## src/rtl/alu_sequencer.sv

```systemverilog
// Initiator for the 8-bit combinational ALU: request/response handshakes, op decode, carry keeping.
// Optional shift-and-add multiply on opcode 7 is enabled by defining ALU_SEQ_MUL_EN.
module alu_sequencer #(
   parameter int WIDTH = 8,
   parameter int OPC_W = 4
) (
   input  logic             clk,
   input  logic             reset,
   input  logic             req_valid,
   output logic             req_ready,
   input  logic [OPC_W-1:0] req_opcode,
   input  logic [WIDTH-1:0] req_a,
   input  logic [WIDTH-1:0] req_b,
   input  logic             req_carry_en,
   output logic             rsp_valid,
   input  logic             rsp_ready,
   output logic [WIDTH-1:0] rsp_result,
   output logic [WIDTH-1:0] rsp_result_hi,
   output logic [WIDTH-1:0] rsp_flags,
   output logic [WIDTH-1:0] alu_a,
   output logic [WIDTH-1:0] alu_b,
   output logic [WIDTH-1:0] alu_fi,
   output logic [6:0]       alu_op,
   input  logic [WIDTH-1:0] alu_d,
   input  logic [WIDTH-1:0] alu_fo
);

   typedef enum logic [1:0] {IDLE = 2'd0, EXEC = 2'd1, MUL = 2'd2, RESP = 2'd3} state_t;

   function automatic logic [6:0] op_onehot(input logic [OPC_W-1:0] opc);
      logic [6:0] oh;
      case (opc)
         4'd0:    oh = 7'b0000001;
         4'd1:    oh = 7'b0000010;
         4'd2:    oh = 7'b0000100;
         4'd3:    oh = 7'b0001000;
         4'd4:    oh = 7'b0010000;
         4'd5:    oh = 7'b0100000;
         4'd6:    oh = 7'b1000000;
         default: oh = 7'b0000000;
      endcase
      return oh;
   endfunction

   state_t           state_r, state_s;
   logic             carry_r, carry_s;
   logic             arith_r, arith_s;
   logic [WIDTH-1:0] res_r, res_s, hi_r, hi_s, flags_r, flags_s;
   logic [WIDTH-1:0] alu_a_r, alu_a_s, alu_b_r, alu_b_s, alu_fi_r, alu_fi_s;
   logic [6:0]       alu_op_r, alu_op_s;
   logic             req_ready_r, rsp_valid_r;
   logic             unused_s;
`ifdef ALU_SEQ_MUL_EN
   logic [WIDTH-1:0] mcand_r, mcand_s, acc_hi_r, acc_hi_s, acc_lo_r, acc_lo_s;
   logic [2:0]       cnt_r, cnt_s;
   logic             mul_zero_s;
`endif

   assign unused_s = &{1'b0, alu_fo[WIDTH-1:3]};

   // Next-state, datapath and registered-output decode
   always_comb begin
      state_s  = state_r;
      carry_s  = carry_r;
      arith_s  = arith_r;
      res_s    = res_r;
      hi_s     = hi_r;
      flags_s  = flags_r;
      alu_op_s = 7'b0000000;
      alu_a_s  = '0;
      alu_b_s  = '0;
      alu_fi_s = '0;
`ifdef ALU_SEQ_MUL_EN
      mcand_s    = mcand_r;
      acc_hi_s   = acc_hi_r;
      acc_lo_s   = acc_lo_r;
      cnt_s      = cnt_r;
      mul_zero_s = 1'b0;
`endif
      case (state_r)
         IDLE: begin
            if (req_valid) begin
               if (req_opcode < 4'd7) begin
                  state_s  = EXEC;
                  arith_s  = (req_opcode < 4'd2);
                  alu_op_s = op_onehot(req_opcode);
                  alu_a_s  = req_a;
                  alu_b_s  = req_b;
                  alu_fi_s = {{(WIDTH-1){1'b0}}, req_carry_en & carry_r};
               end
`ifdef ALU_SEQ_MUL_EN
               else if (req_opcode == 4'd7) begin
                  // Multiplier sits in acc_lo and is shifted out LSB first
                  state_s  = MUL;
                  mcand_s  = req_a;
                  acc_hi_s = '0;
                  acc_lo_s = req_b;
                  cnt_s    = 3'd0;
                  alu_op_s = 7'b0000001;
                  alu_b_s  = req_b[0] ? req_a : '0;
               end
`endif
               else begin
                  state_s = RESP;
                  res_s   = '0;
                  hi_s    = '0;
                  flags_s = {1'b1, {(WIDTH-1){1'b0}}};
               end
            end else begin
               state_s = IDLE;
            end
         end
         EXEC: begin
            state_s = RESP;
            res_s   = alu_d;
            hi_s    = '0;
            if (arith_r) begin
               carry_s = alu_fo[0];
               flags_s = {{(WIDTH-3){1'b0}}, alu_fo[2:1], alu_fo[0]};
            end else begin
               flags_s = {{(WIDTH-3){1'b0}}, alu_fo[2:1], carry_r};
            end
         end
         MUL: begin
`ifdef ALU_SEQ_MUL_EN
            acc_hi_s = {alu_fo[0], alu_d[WIDTH-1:1]};
            acc_lo_s = {alu_d[0], acc_lo_r[WIDTH-1:1]};
            cnt_s    = cnt_r + 3'd1;
            if (cnt_r == 3'd7) begin
               mul_zero_s = ({acc_hi_s, acc_lo_s} == '0);
               state_s    = RESP;
               res_s      = acc_lo_s;
               hi_s       = acc_hi_s;
               flags_s    = {{(WIDTH-3){1'b0}}, ~mul_zero_s, mul_zero_s, 1'b0};
            end else begin
               state_s  = MUL;
               alu_op_s = 7'b0000001;
               alu_a_s  = acc_hi_s;
               alu_b_s  = acc_lo_s[0] ? mcand_r : '0;
            end
`else
            state_s = IDLE;
`endif
         end
         RESP: begin
            if (rsp_ready) begin
               state_s = IDLE;
            end else begin
               state_s = RESP;
            end
         end
         default: state_s = IDLE;
      endcase
   end

   // State, datapath and output registers with synchronous reset
   always_ff @(posedge clk) begin
      if (reset) begin
         state_r     <= IDLE;
         carry_r     <= 1'b0;
         arith_r     <= 1'b0;
         res_r       <= '0;
         hi_r        <= '0;
         flags_r     <= '0;
         alu_op_r    <= 7'b0000000;
         alu_a_r     <= '0;
         alu_b_r     <= '0;
         alu_fi_r    <= '0;
         req_ready_r <= 1'b1;
         rsp_valid_r <= 1'b0;
`ifdef ALU_SEQ_MUL_EN
         mcand_r  <= '0;
         acc_hi_r <= '0;
         acc_lo_r <= '0;
         cnt_r    <= 3'd0;
`endif
      end else begin
         state_r     <= state_s;
         carry_r     <= carry_s;
         arith_r     <= arith_s;
         res_r       <= res_s;
         hi_r        <= hi_s;
         flags_r     <= flags_s;
         alu_op_r    <= alu_op_s;
         alu_a_r     <= alu_a_s;
         alu_b_r     <= alu_b_s;
         alu_fi_r    <= alu_fi_s;
         req_ready_r <= (state_s == IDLE);
         rsp_valid_r <= (state_s == RESP);
`ifdef ALU_SEQ_MUL_EN
         mcand_r  <= mcand_s;
         acc_hi_r <= acc_hi_s;
         acc_lo_r <= acc_lo_s;
         cnt_r    <= cnt_s;
`endif
      end
   end

   assign req_ready     = req_ready_r;
   assign rsp_valid     = rsp_valid_r;
   assign rsp_result    = res_r;
   assign rsp_result_hi = hi_r;
   assign rsp_flags     = flags_r;
   assign alu_op        = alu_op_r;
   assign alu_a         = alu_a_r;
   assign alu_b         = alu_b_r;
   assign alu_fi        = alu_fi_r;

endmodule

```

## config.mk

```make
export PLATFORM = sky130hd
export DESIGN_NAME = alu_sequencer
export DESIGN_NICKNAME = d
export VERILOG_FILES = /design/src/rtl/alu_sequencer.sv
export SDC_FILE = /design/constraint.sdc
export NUM_CORES = 1
export LEC_CHECK = 0
export CAP_MARGIN = 5
export CORE_ASPECT_RATIO = 1.1
export CORE_UTILIZATION = 40
export CTS_BUF_LIST = sky130_fd_sc_hd__clkbuf_8
export DETAILED_ROUTE_END_ITERATION = 10
export PLACE_DENSITY = 0.86
export SETUP_SLACK_MARGIN = 0.5
export SYNTH_ARGS = -nofsm -noshare
export SYNTH_HDL_FRONTEND = slang
export SYNTH_SLANG_ARGS = --single-unit
```

## constraint.sdc

```tcl
create_clock -name clk -period 2.8 [get_ports clk]
set_input_delay 0.56 -clock clk [delete_from_list [all_inputs] [get_ports clk]]
set_output_delay 0.56 -clock clk [all_outputs]
set_load 0.02 [all_outputs]
```

Word level (Yosys, flattened, before mapping) --
Index checks and enable logic that the tools add are counted.
Storage, ports and cells: bits of input ports 41, register bits after elaboration 61, logic and storage cells 53
Operators by class: muxes and demuxes 13, magnitude comparators 2, bitwise logic cells 4, reductions and logical operators 9, equal/unequal tests 12
Operators by type and width (number):
- case mux 7 bit (7 select lines) | 1
- case mux 8 bit (2 select lines) | 3
- 2-to-1 mux 8 bit | 4
- == test 4 x 3 -> 1 bit, second input constant | 3
- == test 4 x 2 -> 1 bit, second input constant | 2
- case mux 2 bit (4 select lines) | 1
- == test 2 bit, second input constant | 3
- 2-to-1 mux 2 bit | 3
- AND reduction 3 bit | 2
- == test 4 x 1 -> 1 bit, second input constant | 1
- zero test 2 bit | 2
- zero test 4 bit | 1
- < comparator 4 x 2 -> 1 bit, second input constant | 1
- < comparator 4 x 3 -> 1 bit, second input constant | 1
- != test 2 bit, second input constant | 2
- OR reduction 4 bit | 1
- NOT 1 bit | 3
- OR reduction 3 bit | 1
- == test 2 x 1 -> 1 bit, second input constant | 1
- AND reduction 2 bit | 1
- nonzero test 2 bit | 1
- bitwise AND 1 bit | 1
- 2-to-1 mux 1 bit | 1

Logic depth before layout (Yosys ltp) --
depth in word-level cells 5, gate-level depth with buffers 5

Least setup slack after synthesis --
OpenSTA, ideal clock, no wires.
path type input-to-reg, start input port req_opcode[2], end register alu_a_r[6], in the netlist alu_a[6], stages on the path 4, slack 1.328 ns, library setup time 0.059 ns, data arrival time 1.414 ns, data required time 2.741 ns, path buffers 1, cell sequence a31o_1 > nor4_4 > buf_6 > and2_1
On the way: longest elaborated chain between the ends 3
RTL lines:
- start, declared | line 11 | input logic [OPC_W-1:0] req_opcode,
- < comparator 4 x 3 -> 1 bit | line 83 | if (req_opcode < 4'd7) begin
- NOT 1 bit (no line)
- OR reduction 4 bit (no line)
- end signal, assigned | line 185 | alu_a_r <= alu_a_s;
- end, declared | line 49 | logic [WIDTH-1:0] alu_a_r, alu_a_s, alu_b_r, alu_b_s, alu_fi_r, alu_fi_s;
No other way between the ends. A chain may end at the register's enable or synchronous reset.

Final worst setup path --
start input port req_opcode[2], end register alu_a_r[3], in the netlist alu_a[3]
The elaborated chain is that of the path after synthesis.

==> flow_metrics.env <==
export IMPL_dp_hpwl_um=2420
export IMPL_fillerInstances=317
export IMPL_layout_drive_gt1_share_pct=6.36
export IMPL_gp_congestion=0.756
export IMPL_skew_ns=0.0100
export IMPL_crit_fanout=11
export IMPL_clockBufferDepth=2
export IMPL_dr_pass1_iters=4
export IMPL_avgSynthCellArea_um2=9.74
export IMPL_r2r_end="alu_a[3]"
export IMPL_syn_cell_area_mm2=0.00157
export IMPL_cts_max_level=2
export IMPL_grt_pass1_vias=1159
export IMPL_grt_max_degree=20
export IMPL_die_area_mm2=0.00417
export IMPL_synth_top_area_share_pct=53.6
export IMPL_cts_tree="done"
export IMPL_r2r_start="state_r[0]"
export IMPL_p_leak_nw=0.931
export IMPL_power_total_mw=1.42
export IMPL_clkTransAtPathRegs_ns=0.08
export IMPL_rsz0062_at_grt="false"
export IMPL_min_period_ns=1.86
export IMPL_cts_setup_buffers=0
export IMPL_synth_seq_cells=42
export IMPL_cts_root_buffer="clkbuf_8"
export IMPL_io_buffers=73
export IMPL_core_area_mm2=0.00368
export IMPL_worstSkewPairLatency_ns=0.29
export IMPL_crit_path_start="req_opcode[2]"
export IMPL_min_period_over_period_pct=66.5
export IMPL_synthTopCellsByArea="dfxtp_1 (54%), buf_4 (9.1%), and2_1 (6.4%)"
export IMPL_netlist_top_cell_by_area="dfxtp_1"
export IMPL_r2r_cells=4
export IMPL_maxSlewViolCount=0
export IMPL_worst_pin_slew_ns=0.522
export IMPL_ctsResizeCount=0
export IMPL_yosys_warnings=0
export IMPL_cp_arrival_ns=2.09
export IMPL_cp_endpoint="alu_a[3]"
export IMPL_status="finished, final reports clean"
export IMPL_setup_violations_final=0
export IMPL_ys_flop_type="dfxtp_1"
export IMPL_io_pins=98
export IMPL_vias=1286
export IMPL_routed_wl_um=3330
export IMPL_critical_path_class="input port to flop"
export IMPL_slew_headroom_pct=65.2
export IMPL_maxCapViolCount=0
export IMPL_final_nets=276
export IMPL_r2r_setup_slack_ns=1.24
export IMPL_power_density_mw_per_mm2=588
export IMPL_cts_hold_buf=0
export IMPL_synthArstFlopShare_pct=0
export IMPL_antenna_found_initial=0
export IMPL_grt_overflow=0
export IMPL_peakVddDrop_mv=0.314
export IMPL_hold_path_class="flop to flop"
export IMPL_tns_ns=0
export IMPL_die_h_um=67.7
export IMPL_drt_iter0_markers=45
export IMPL_start_util_pct=42.6
export IMPL_synthCells=161
export IMPL_die_w_um=61.7
export IMPL_drc=0
export IMPL_synth_common_cells="dfxtp_1 (42), buf_4 (19), and2_1 (16), a21oi_1 (14), nand2_1 (14)"
export IMPL_area_growth_pct=53.8
export IMPL_startpoint_type="input port"
export IMPL_grt_total_usage_pct=17.2
export IMPL_fmax_ghz=0.537
export IMPL_synth_cell_types=28
export IMPL_numCtsBuffers=5
export IMPL_hold_viol=0
export IMPL_synth_edf_count=0
export IMPL_clock_sinks=42
export IMPL_worstSetupEndpointType="flop"
export IMPL_viasPerCell=4.50
export IMPL_utilization_pct=65.5
export IMPL_synth_most_common_cell="dfxtp_1"
export IMPL_yosysSeqAreaShare_pct=53.6
export IMPL_antenna_cells=0
export IMPL_rows=23
export IMPL_grt_pass1_wl_um=5220
export IMPL_final_antenna_net_count=0
export IMPL_wire_per_inst_um=11.6
export IMPL_critPathRequiredTime_ns=3.03
cells in the final DEF (no fill, tap or decap), drive strengths merged:
| cell type | instances |
|---|---|
| dfxtp | 42 |
| clkdlybuf4s50 | 73 |
| clkbuf | 6 |
| nand2b | 4 |
| o21a | 1 |
| o211ai | 11 |
| nand3b | 3 |
| nor3 | 2 |
| and3 | 1 |
| or3 | 2 |
| o21bai | 1 |
| or4 | 1 |
| a31o | 1 |
| inv | 2 |
| a21oi | 14 |
| nor2 | 10 |
| and2b | 1 |
| nor4 | 1 |
| mux2i | 2 |
| nand2 | 14 |
| bufinv | 2 |
| conb | 19 |
| a31oi | 1 |
| mux2 | 1 |
| buf | 4 |
| and2 | 16 |
| or3b | 1 |
critical path, stage by stage:
cell and delay, ns:
clkdlybuf4s50_1 0.49, a31o_1 0.30, nor4_4 0.39, buf_4 0.23
and2_1 0.12
worst min-delay path by stage:
stage / from / end / slack (ns) / cells after the start
2_1_floorplan: arith_r / arith_r / 0.47 / 2
3_3_place_gp: rsp_flags[7] / rsp_flags[7] / 0.45 / 1
6_report: rsp_flags[7] / rsp_flags[7] / 0.47 / 1
4_1_cts: rsp_flags[7] / rsp_flags[7] / 0.48 / 1
5_1_grt: rsp_flags[7] / rsp_flags[7] / 0.49 / 1
3_5_place_dp: rsp_flags[7] / rsp_flags[7] / 0.46 / 1
metal layers:
layer  vias up  global-route usage [%]  routed length [um]
met5         -                       0                   0
met4         0                    6.39                  25
met3         4                    6.13                 263
met2        63                    28.9                1680
met1       579                    19.8                1360
li1        640                       -                   -
per-stage QoR:
stage               hold slack, ns  area (um^2)  setup WS, ns  std cells
global placement             0.455         2270         0.636        278
floorplan                    0.467         1640          1.33        179
CTS                          0.481         2410         0.925        286
global route                 0.492         2410         0.825        286
finish                       0.475         2410         0.937        286
detailed placement           0.462         2270         0.627        278
area by class of cell:
cell class,instances,area [um^2],share of cell area (%)
inverter,2,7.51,0.311
timing repair buffer,77,761,31.6
clock buffer,6,82.6,3.43
clock inverter,2,60.1,2.49
multi-input combinational,107,597,24.8
tap,50,62.6,2.59
sequential,42,841,34.9
power breakdown:
part	switching, mW	total, mW	internal [mW]
logic	0.109	0.211	0.102
clock network	0.195	0.575	0.380
registers	0.0129	0.633	0.620
registers in the layout, indices dropped and copies added (netlist names):
signal,cells
rsp_result,8
alu_fi,1
alu_b,8
carry_r,1
arith_r,1
state_r,2
alu_op,7
rsp_flags,4
rsp_valid,1
alu_a,8
req_ready,1
cell families (layout without fill, tap and decap cells):
logic type	Yosys count	in the layout	synth area share, %
AND/OR/NAND/NOR	56	56	19.9
other	1	19	0.239
flip-flops	42	42	53.6
AO/OA/AOI/OAI	29	29	11.7
multiplexers	3	3	2.00
buffers and inverters	30	87	12.6
No activity file was read; power rests on OpenSTA's default activity.
